**config.mk**
```make
export PLATFORM = sky130hd
export DESIGN_NAME = uart_rx_ctrl
export DESIGN_NICKNAME = d
export VERILOG_FILES = /design/src/rtl/uart_pkg.sv /design/src/rtl/UartRxEn.sv /design/src/rtl/uart_fifo.sv /design/src/rtl/uart_rx_ctrl.sv
export SDC_FILE = /design/constraint.sdc
export NUM_CORES = 1
export LEC_CHECK = 0
export ABC_CLOCK_PERIOD_IN_PS = 8400
export CAP_MARGIN = 20
export CORE_MARGIN = 2
export CORE_UTILIZATION = 25
export CTS_BUF_LIST = sky130_fd_sc_hd__clkbuf_4 sky130_fd_sc_hd__clkbuf_8
export DETAILED_ROUTE_END_ITERATION = 6
export HOLD_SLACK_MARGIN = 0.02
export PLACE_DENSITY = 0.5
export SETUP_SLACK_MARGIN = 0.4
export SLEW_MARGIN = 20
export SYNTH_ARGS = -nofsm -noshare
export SYNTH_HDL_FRONTEND = slang
export SYNTH_HIERARCHICAL = 1
export SYNTH_SLANG_ARGS = --single-unit
```
**constraint.sdc**
```tcl
create_clock -name clk -period 8.4 [get_ports clk]
set_clock_uncertainty 0.15 [all_clocks]
set_input_delay 1.26 -clock clk [delete_from_list [all_inputs] [get_ports clk]]
set_output_delay 1.26 -clock clk [all_outputs]
set_load 0.005 [all_outputs]
```
**src/rtl/uart_pkg.sv**
```systemverilog
// Shared types and constants for the UART receive path.
package uart_pkg;

    // Sequencer states: stopped, waiting for an idle line, receiving.
    typedef enum logic [1:0] {OFF, ARM, RUN} rx_ctrl_state_t;

    // Bit-level states of the oversampled receiver.
    typedef enum logic [2:0] {
        RX_IDLE,
        RX_START,
        RX_DATA,
        RX_STOP,
        RX_BREAK
    } rx_bit_state_t;

    localparam int DEFAULT_OVERSAMPLE = 16;
    // Idle bit-times required on the line before reception is armed.
    localparam int IDLE_BITS = 10;

endpackage

```
**src/rtl/UartRxEn.sv**
```systemverilog
// Oversampled 8N1 receiver. All state advances only on en, so holding en low
// freezes it. done/err are single-cycle pulses qualified by en.
module UartRxEn
    import uart_pkg::*;
#(
    parameter int Oversample = DEFAULT_OVERSAMPLE
) (
    input  logic       clk,
    input  logic       nReset,
    input  logic       en,
    input  logic       line,
    output logic [7:0] data,
    output logic       done,
    output logic       err
);

    localparam int CntWidth = $clog2(Oversample);
    localparam logic [CntWidth-1:0] HalfLast = CntWidth'(Oversample / 2 - 1);
    localparam logic [CntWidth-1:0] BitLast  = CntWidth'(Oversample - 1);
    localparam logic [CntWidth-1:0] CntOne   = CntWidth'(1);

    rx_bit_state_t       state;
    logic [CntWidth-1:0] cnt;
    logic [2:0]          bitIdx;
    logic                sampleStop;

    // Bit sequencer: find start edge, sample each bit at its centre.
    always_ff @(posedge clk or negedge nReset) begin
        if (!nReset) begin
            state  <= RX_IDLE;
            cnt    <= '0;
            bitIdx <= '0;
            data   <= '0;
        end else if (en) begin
            case (state)
                RX_IDLE: begin
                    if (!line) begin
                        state <= RX_START;
                        cnt   <= '0;
                    end
                end
                RX_START: begin
                    // Half a bit later the start bit must still be low.
                    if (cnt == HalfLast) begin
                        cnt    <= '0;
                        bitIdx <= '0;
                        state  <= line ? RX_IDLE : RX_DATA;
                    end else begin
                        cnt <= cnt + CntOne;
                    end
                end
                RX_DATA: begin
                    if (cnt == BitLast) begin
                        cnt    <= '0;
                        data   <= {line, data[7:1]};
                        bitIdx <= bitIdx + 3'd1;
                        if (bitIdx == 3'd7) begin
                            state <= RX_STOP;
                        end
                    end else begin
                        cnt <= cnt + CntOne;
                    end
                end
                RX_STOP: begin
                    if (cnt == BitLast) begin
                        cnt   <= '0;
                        state <= line ? RX_IDLE : RX_BREAK;
                    end else begin
                        cnt <= cnt + CntOne;
                    end
                end
                RX_BREAK: begin
                    // After a bad stop bit wait for the line to recover.
                    if (line) begin
                        state <= RX_IDLE;
                    end
                end
                default: state <= RX_IDLE;
            endcase
        end
    end

    // Stop-bit sample decides between a good byte and a framing error.
    always_comb begin
        sampleStop = en && (state == RX_STOP) && (cnt == BitLast);
        done       = sampleStop && line;
        err        = sampleStop && !line;
    end

endmodule

```
**src/rtl/uart_fifo.sv**
```systemverilog
// Byte FIFO with first-word fall-through read port.
// The caller never pushes while full unless it pops in the same cycle.
module uart_fifo #(
    parameter int Depth = 8
) (
    input  logic       clk,
    input  logic       nReset,
    input  logic       push,
    input  logic [7:0] pushData,
    input  logic       pop,
    output logic [7:0] popData,
    output logic       full,
    output logic       empty
);

    localparam int AddrWidth = $clog2(Depth);
    localparam logic [AddrWidth:0] PtrOne = (AddrWidth + 1)'(1);

    // Extra MSB on each pointer distinguishes full from empty.
    logic [AddrWidth:0] wrPtr;
    logic [AddrWidth:0] rdPtr;
    logic [7:0]         mem [Depth];

    // Storage and pointer update; reset clears contents so the head reads 0.
    always_ff @(posedge clk or negedge nReset) begin
        if (!nReset) begin
            wrPtr <= '0;
            rdPtr <= '0;
            for (int i = 0; i < Depth; i++) begin
                mem[i] <= '0;
            end
        end else begin
            if (push) begin
                mem[wrPtr[AddrWidth-1:0]] <= pushData;
                wrPtr                     <= wrPtr + PtrOne;
            end
            if (pop) begin
                rdPtr <= rdPtr + PtrOne;
            end
        end
    end

    assign popData = mem[rdPtr[AddrWidth-1:0]];
    assign full    = (wrPtr[AddrWidth] != rdPtr[AddrWidth]) &&
                     (wrPtr[AddrWidth-1:0] == rdPtr[AddrWidth-1:0]);
    assign empty   = (wrPtr == rdPtr);

endmodule

```
**src/rtl/uart_rx_ctrl.sv**
```systemverilog
// Receive-side sequencer: baud tick generation, line synchroniser, idle-line
// arming, byte FIFO and sticky error status around the UartRxEn receiver.
module uart_rx_ctrl
    import uart_pkg::*;
#(
    parameter int Oversample = DEFAULT_OVERSAMPLE,
    parameter int Depth      = 8,
    parameter int DivWidth   = 16
) (
    input  logic                clk,
    input  logic                nReset,
    input  logic                rxEnable,
    input  logic [DivWidth-1:0] divisor,
    input  logic                divLoad,
    input  logic                rxIn,
    output logic [7:0]          outData,
    output logic                outValid,
    input  logic                outReady,
    output logic                overflow,
    output logic                frameErr,
    output logic [7:0]          errCount,
    input  logic                clearStatus,
    output logic                armed
);

    localparam int IdleTarget = IDLE_BITS * Oversample;
    localparam int IdleWidth  = $clog2(IdleTarget + 1);
    localparam logic [IdleWidth-1:0] IdleLast = IdleWidth'(IdleTarget - 1);
    localparam logic [IdleWidth-1:0] IdleOne  = IdleWidth'(1);

    logic                 rxSync1;
    logic                 line;
    logic [DivWidth-1:0]  tickCnt;
    logic [DivWidth-1:0]  reloadVal;
    logic                 tick;
    logic                 leavingRun;
    rx_ctrl_state_t       state;
    logic [IdleWidth-1:0] idleCnt;
    logic                 rxEn;
    logic [7:0]           rxData;
    logic                 rxDone;
    logic                 rxErr;
    logic                 fifoFull;
    logic                 fifoEmpty;
    logic                 fifoPush;
    logic                 fifoPop;
    logic                 ovfEvent;

    // Two-flop synchroniser; resets to the idle-high level.
    always_ff @(posedge clk or negedge nReset) begin
        if (!nReset) begin
            rxSync1 <= 1'b1;
            line    <= 1'b1;
        end else begin
            rxSync1 <= rxIn;
            line    <= rxSync1;
        end
    end

    // A divisor of 0 behaves as 1, i.e. a tick every cycle.
    assign reloadVal  = (divisor == '0) ? '0 : divisor - DivWidth'(1);
    assign tick       = (tickCnt == '0);
    assign leavingRun = (state == RUN) && !rxEnable;

    // Down-counter producing one tick every max(divisor,1) cycles.
    always_ff @(posedge clk or negedge nReset) begin
        if (!nReset) begin
            tickCnt <= '0;
        end else if (divLoad || leavingRun || tick) begin
            tickCnt <= reloadVal;
        end else begin
            tickCnt <= tickCnt - DivWidth'(1);
        end
    end

    // Sequencer: arm only after IdleTarget consecutive high ticks.
    always_ff @(posedge clk or negedge nReset) begin
        if (!nReset) begin
            state   <= OFF;
            idleCnt <= '0;
            armed   <= 1'b0;
        end else if (!rxEnable) begin
            state <= OFF;
            armed <= 1'b0;
        end else begin
            case (state)
                OFF: begin
                    state   <= ARM;
                    idleCnt <= '0;
                end
                ARM: begin
                    if (tick) begin
                        if (!line) begin
                            idleCnt <= '0;
                        end else if (idleCnt == IdleLast) begin
                            state <= RUN;
                            armed <= 1'b1;
                        end else begin
                            idleCnt <= idleCnt + IdleOne;
                        end
                    end
                end
                RUN: armed <= 1'b1;
                default: begin
                    state <= OFF;
                    armed <= 1'b0;
                end
            endcase
        end
    end

    assign rxEn = (state == RUN) && rxEnable && tick;

    UartRxEn #(
        .Oversample(Oversample)
    ) uRx (
        .clk   (clk),
        .nReset(nReset),
        .en    (rxEn),
        .line  (line),
        .data  (rxData),
        .done  (rxDone),
        .err   (rxErr)
    );

    // A same-cycle pop frees the slot, so a full FIFO still accepts then.
    assign fifoPop  = outValid && outReady;
    assign fifoPush = rxDone && (!fifoFull || fifoPop);
    assign ovfEvent = rxDone && fifoFull && !fifoPop;
    assign outValid = !fifoEmpty;

    uart_fifo #(
        .Depth(Depth)
    ) uFifo (
        .clk     (clk),
        .nReset  (nReset),
        .push    (fifoPush),
        .pushData(rxData),
        .pop     (fifoPop),
        .popData (outData),
        .full    (fifoFull),
        .empty   (fifoEmpty)
    );

    // Sticky status; a new event takes priority over a coincident clear.
    always_ff @(posedge clk or negedge nReset) begin
        if (!nReset) begin
            overflow <= 1'b0;
            frameErr <= 1'b0;
            errCount <= '0;
        end else begin
            if (ovfEvent) begin
                overflow <= 1'b1;
            end else if (clearStatus) begin
                overflow <= 1'b0;
            end

            if (rxErr) begin
                frameErr <= 1'b1;
                if (clearStatus) begin
                    errCount <= 8'd1;
                end else if (errCount != 8'hFF) begin
                    errCount <= errCount + 8'd1;
                end
            end else if (clearStatus) begin
                frameErr <= 1'b0;
                errCount <= '0;
            end
        end
    end

endmodule

```
* After elaboration in Yosys (flattened, before gate mapping)
Index checks and enable logic that the tools add are counted.
Word-level totals: flip-flop bits (word level) 129, output and inout port bits 20, logic and storage cells 148
Operators by class: $add $sub $neg 8, order comparisons 3, equal/unequal tests 27, multiplexer cells 45, bitwise gates (word level) 2, reduce and logical (&&, ||, !) cells 40
Operators by type and width (count):
- 8-bit two-way mux | 10
- 64-bit bitwise mux | 1
- 16-bit logical NOT | 2
- 16-bit two-way mux | 2
- 16-bit by 1-bit subtractor with 16-bit output, second input constant | 2
- 3-bit two-way mux | 9
- 8-bit binary-select mux with 3-bit select | 1
- 8-bit demux with 3-bit select | 1
- 8-bit by 1-bit adder with 8-bit output, second input constant | 2
- 8-bit case mux with 2 select lines | 1
- 4-bit AND reduction | 4
- 3-bit case mux with 5 select lines | 1
- 1-bit logical AND | 13
- 4-bit by 1-bit adder with 4-bit output, second input constant | 3
- 4-bit two-way mux | 3
- 3-bit != test, second input constant | 4
- 4-bit case mux with 3 select lines | 1
- 2-bit two-way mux | 5
- 2-bit != test, second input constant | 5
- 2-bit nonzero test | 5
- 8-bit equality test, second input constant | 1
- 4-bit >= comparator, second input constant | 2
- 2-bit by 1-bit != test with 1-bit output, second input constant | 4
- 8-bit != test, second input constant | 1
- other kinds (26) | 42

* Depth between registers and ports, before layout
word-level depth 9, mapped depth 12, depth with buffers taken out 12

* Modules after synthesis
The synthesis kept the hierarchy.
Modules (own cells, without submodules):
- uart_fifo | instances 1, cells each 199, area an instance 3367.0 sq um
- uart_rx_ctrl | instances 1, cells each 251, area an instance 2477.4 sq um
- UartRxEn | instances 1, cells each 88, area an instance 949.7 sq um

* Worst setup path after synthesis
OpenSTA, ideal clock, no wires.
kind input-to-reg, start point input rxEnable, end point register uFifo/mem[24] in the netlist's numbering, library setup time 0.125 ns, data arrival time 3.371 ns, required time 8.125 ns, setup slack 4.754 ns, stages on the path 9, cells stage by stage clkbuf_1 -> and3_1 -> nand4_2 -> nor3_1 -> a21boi_0 -> buf_2 -> nor4bb_1 -> buf_2 -> mux2_2
Between the ends: cells in the longest elaborated chain, start to end 6
Ends and longest elaborated chain:
- start: declaration | line uart_rx_ctrl.sv:12 | input logic rxEnable,
- 1-bit logical AND (2 in series) | line uart_rx_ctrl.sv:112 | assign rxEn = (state == RUN) && rxEnable && tick;
- named net rxEn | line uart_rx_ctrl.sv:39 | logic rxEn;
- 1-bit logical AND (2 in series) | line UartRxEn.sv:85 | sampleStop = en && (state == RX_STOP) && (cnt == BitLast);
- 1-bit logical AND | line UartRxEn.sv:86 | done = sampleStop && line;
- named net rxDone | line uart_rx_ctrl.sv:41 | logic rxDone;
- 1-bit logical AND | line uart_rx_ctrl.sv:128 | assign fifoPush = rxDone && (!fifoFull || fifoPop);
- named net fifoPush | line uart_rx_ctrl.sv:45 | logic fifoPush;
- end signal: indexed assignment | line uart_fifo.sv:34 | mem[wrPtr[AddrWidth-1:0]] <= pushData;
- end: declaration | line uart_fifo.sv:22 | logic [7:0] mem [Depth];
The timed path passes the listed nets, and every way through them passes these cells. A chain may end at the register's enable or synchronous reset.

* Worst setup path after layout
start point input rxEnable, end point register uFifo/mem[0] in the netlist's numbering
The elaborated chain is that of the path after synthesis.

==> flow_summary_export.csv <==
group,metric,value,unit
layout,areaGrowthSynthToFinish,17.2,%
power_and_ir_drop,p_sw_share,28.1,%
floorplan,start_util,25.4,%
route,first_iter_violations,311,
place,dp.cells,905,
run_status,status,"complete, no violations",
route,route.vias.total,4360,
layout,antenna_cells,0,
synth,synth-main-ff-cell,"dfrtp_1",
floorplan,die_w,169,µm
synth,syn_area,6790,µm²
power_and_ir_drop,p_leak,3.55,nW
power_and_ir_drop,pwr-share-comb,12.9,%
layout,nFillCells,2685,
setup_path,crit_fanout,11,
global_routing,grt_pass1_vias,4451,
layout,layout-drive-gt1-share,25.0,%
worst_hold_path,hold_class,"register to register",
clocking,hold_buffers,0,
global_routing,grt_usage,10.4,%
floorplan,dieArea,28500,µm²
clocking,numClockSinks,129,
power_and_ir_drop,seqPwrFrac,47.5,%
layout,finalNonFillerCells,937,
global_routing,grt_pass1_wl,23500,µm
synth,async_flop_share,100,%
synth,ys_top_cells_by_area,"dfrtp_1, mux2_2, mux4_1",
synth,yosysSeqAreaShare,47.6,%
global_routing,grt_start_max_net_pins,67,
clocking,clk_pin_slew,0.08,ns
power_and_ir_drop,power,1.42,mW
clocking,htreeDepth,4,
route,drt-wirelength-per-cell,14.9,µm
power_and_ir_drop,clock_power_share,39.6,%
global_routing,gr-total-overflow,0,
sta,timing.final.ws_setup,4.01,ns
route,ant_nets,0,
synth,synth_nets,575,
setup_path,required,8.57,ns
sta,fin_crit_sh,52.3,%
synth,yosysMostFrequentCell,"dfrtp_1",
route,viasPerCell,4.65,
setup_path,startpoint_type,"input pin",
sta,hold_viol_final,0,
sta,slew_headroom,36.3,%
clocking,cts_made_buffers,17,
synth,synth_cell_types,67,
setup_path,critPathKind,"input pin to register",
synth,syn_avg_cell_area,12.6,µm²
sta,rsz0062_at_grt,"false",
place,gp_congestion,0.806,
floorplan,io_pins,43,
floorplan,fp.dieH,169,µm
place,place_hpwl,9680,µm
floorplan,row_count,60,
floorplan,core-area,26800,µm²
clocking,ctsResizeCount,0,
clocking,root_buffer,"clkbuf_8",
sta,tightest_slew,0.949,ns
sta,final.min_clock_period,4.39,ns
sta,setup_viol,0,
sta,max_freq,0.228,GHz
setup_path,cp.arrival,4.57,ns
sta,fin_hold_ws,0.208,ns
clocking,clkLatencyLatePin,0.43,ns
job,cap_viol_max_count,0,
power_and_ir_drop,ir_worst_vdd,0.0000799,V
sta,tns,0,ns
synth,synth_top_cell_area_share,46.8,%
synth,synth_edf_count,0,
synth,yosys.area.top_type,"dfrtp_1",
power_and_ir_drop,power.density,178,nW/µm²
power_and_ir_drop,p_int,1.02,mW
place,numPortBuffers,42,
synth,netlist_top_cells_count,"dfrtp_1, mux2_2, nand2_1",
route,drc,0,
setup_path,end_kind,"register",
place,dp_worst_setup_slack,3.57,ns
global_routing,antenna_found_initial,0,
sta,maxSlewViolCount,0,
synth,yosysWarnings,6,
route,wirelength,14000,µm
synth,synth_cells,538,
clocking,post-cts-setup-buffer-count,0,
layout,fin_nets,620,
route,dr.pass1.iters,4,
power_and_ir_drop,p_sw,399,µW
clocking,cts_tree,"done",
clocking,clockBufferDepth,2,
synth,ys_seq_elements,129,
-- per-layer routing --
| layer | up-vias | routed length (µm) | GRT usage [%] |
|---|---|---|---|
| met5 | - | 0 | 0 |
| met4 | 0 | 145 | 2.96 |
| met3 | 12 | 476 | 2.83 |
| met2 | 83 | 6540 | 16.5 |
| met1 | 2182 | 6800 | 13.9 |
| li1 | 2083 | - | - |
-- state kept, by name (all words and copies together), names as in the netlist, 4 cells and up --
register and flops:
idleCnt 8, uFifo/rdPtr 4, uFifo/wrPtr 4, uFifo/mem 64, uRx/data 8, tickCnt 16
errCount 8, uRx/cnt 4
-- critical path, stage by stage --
cell and delay (ns):
clkdlybuf4s50_1 0.68, and3_1 0.32, nand4_2 0.18, nor3_1 0.29
a21boi_1 0.71, nand4_1 0.64, mux2_2 0.47
-- area by class of cell --
type                       instances  area (µm²)  area share [%]
inverter                          14        52.6           0.660
clock buffer                      20         275            3.46
tap                              341         427            5.36
multi-input combinational        375        3380            42.5
sequential                       129        3230            40.6
timing repair buffer              46         448            5.63
clock inverter                    12         146            1.84
-- cells in the final DEF (no fill, tap or decap), drive strengths merged, types with 5 or more instances in the layout --
| cell | instances |
|---|---|
| a21oi | 13 |
| a31oi | 5 |
| buf | 5 |
| clkbuf | 20 |
| clkdlybuf4s50 | 41 |
| dfrtp | 127 |
| ha | 14 |
| inv | 20 |
| mux2 | 87 |
| mux2i | 9 |
| mux4 | 16 |
| nand2 | 32 |
| nand2b | 7 |
| nand3 | 13 |
| nand4 | 5 |
| nand4b | 6 |
| nor2 | 30 |
| nor3 | 14 |
| nor4 | 9 |
| o21ai | 9 |
| o22ai | 15 |
| or3 | 6 |
| xnor2 | 14 |
| xor2 | 26 |
-- power by group through the flow --
stage                     registers [mW]  logic, mW  clock network, mW
after global placement             0.683      0.179                  0
after detailed placement           0.685      0.185                  0
after CTS                          0.673      0.186              0.583
after floorplan                    0.680      0.126                  0
final                              0.674      0.183              0.561
after global routing               0.678      0.206              0.615
-- worst paths after layout --
| check | start | endpoint | slack (ns) | cells after the start |
|---|---|---|---|---|
| worst max-delay path | rxEnable | uFifo/mem[0] | 4.01 | 7 |
| worst min-delay path | rxSync1 | line | 0.21 | 0 |
| worst max register to register | tickCnt[9] | uFifo/mem[0] | 4.26 | 9 |
| worst min register to register | rxSync1 | line | 0.21 | 0 |
| max in group asynchronous | nReset | uFifo/mem[53] | 5.96 | 2 |
| min in group asynchronous | nReset | state[1] | 0.79 | 1 |
-- stage by stage --
step	cell area (µm²)	util [%]
floorplan	6790	-
global route	7960	29.7
CTS	7960	29.7
detailed placement	7540	28.1
finish	7960	29.7
global placement	7540	28.1
-- cells by family (layout without fill, tap and decap cells) --
family	after synthesis	count (layout)	share of synthesized area, %
buf+inv	34	92	2.71
xor+xnor	40	40	5.16
mux	112	112	21.9
flops	129	129	47.6
simple gates	148	148	13.5
compound gates	61	61	6.56
fa+ha+maj	14	14	2.58
(Power assumes the default switching activity.)
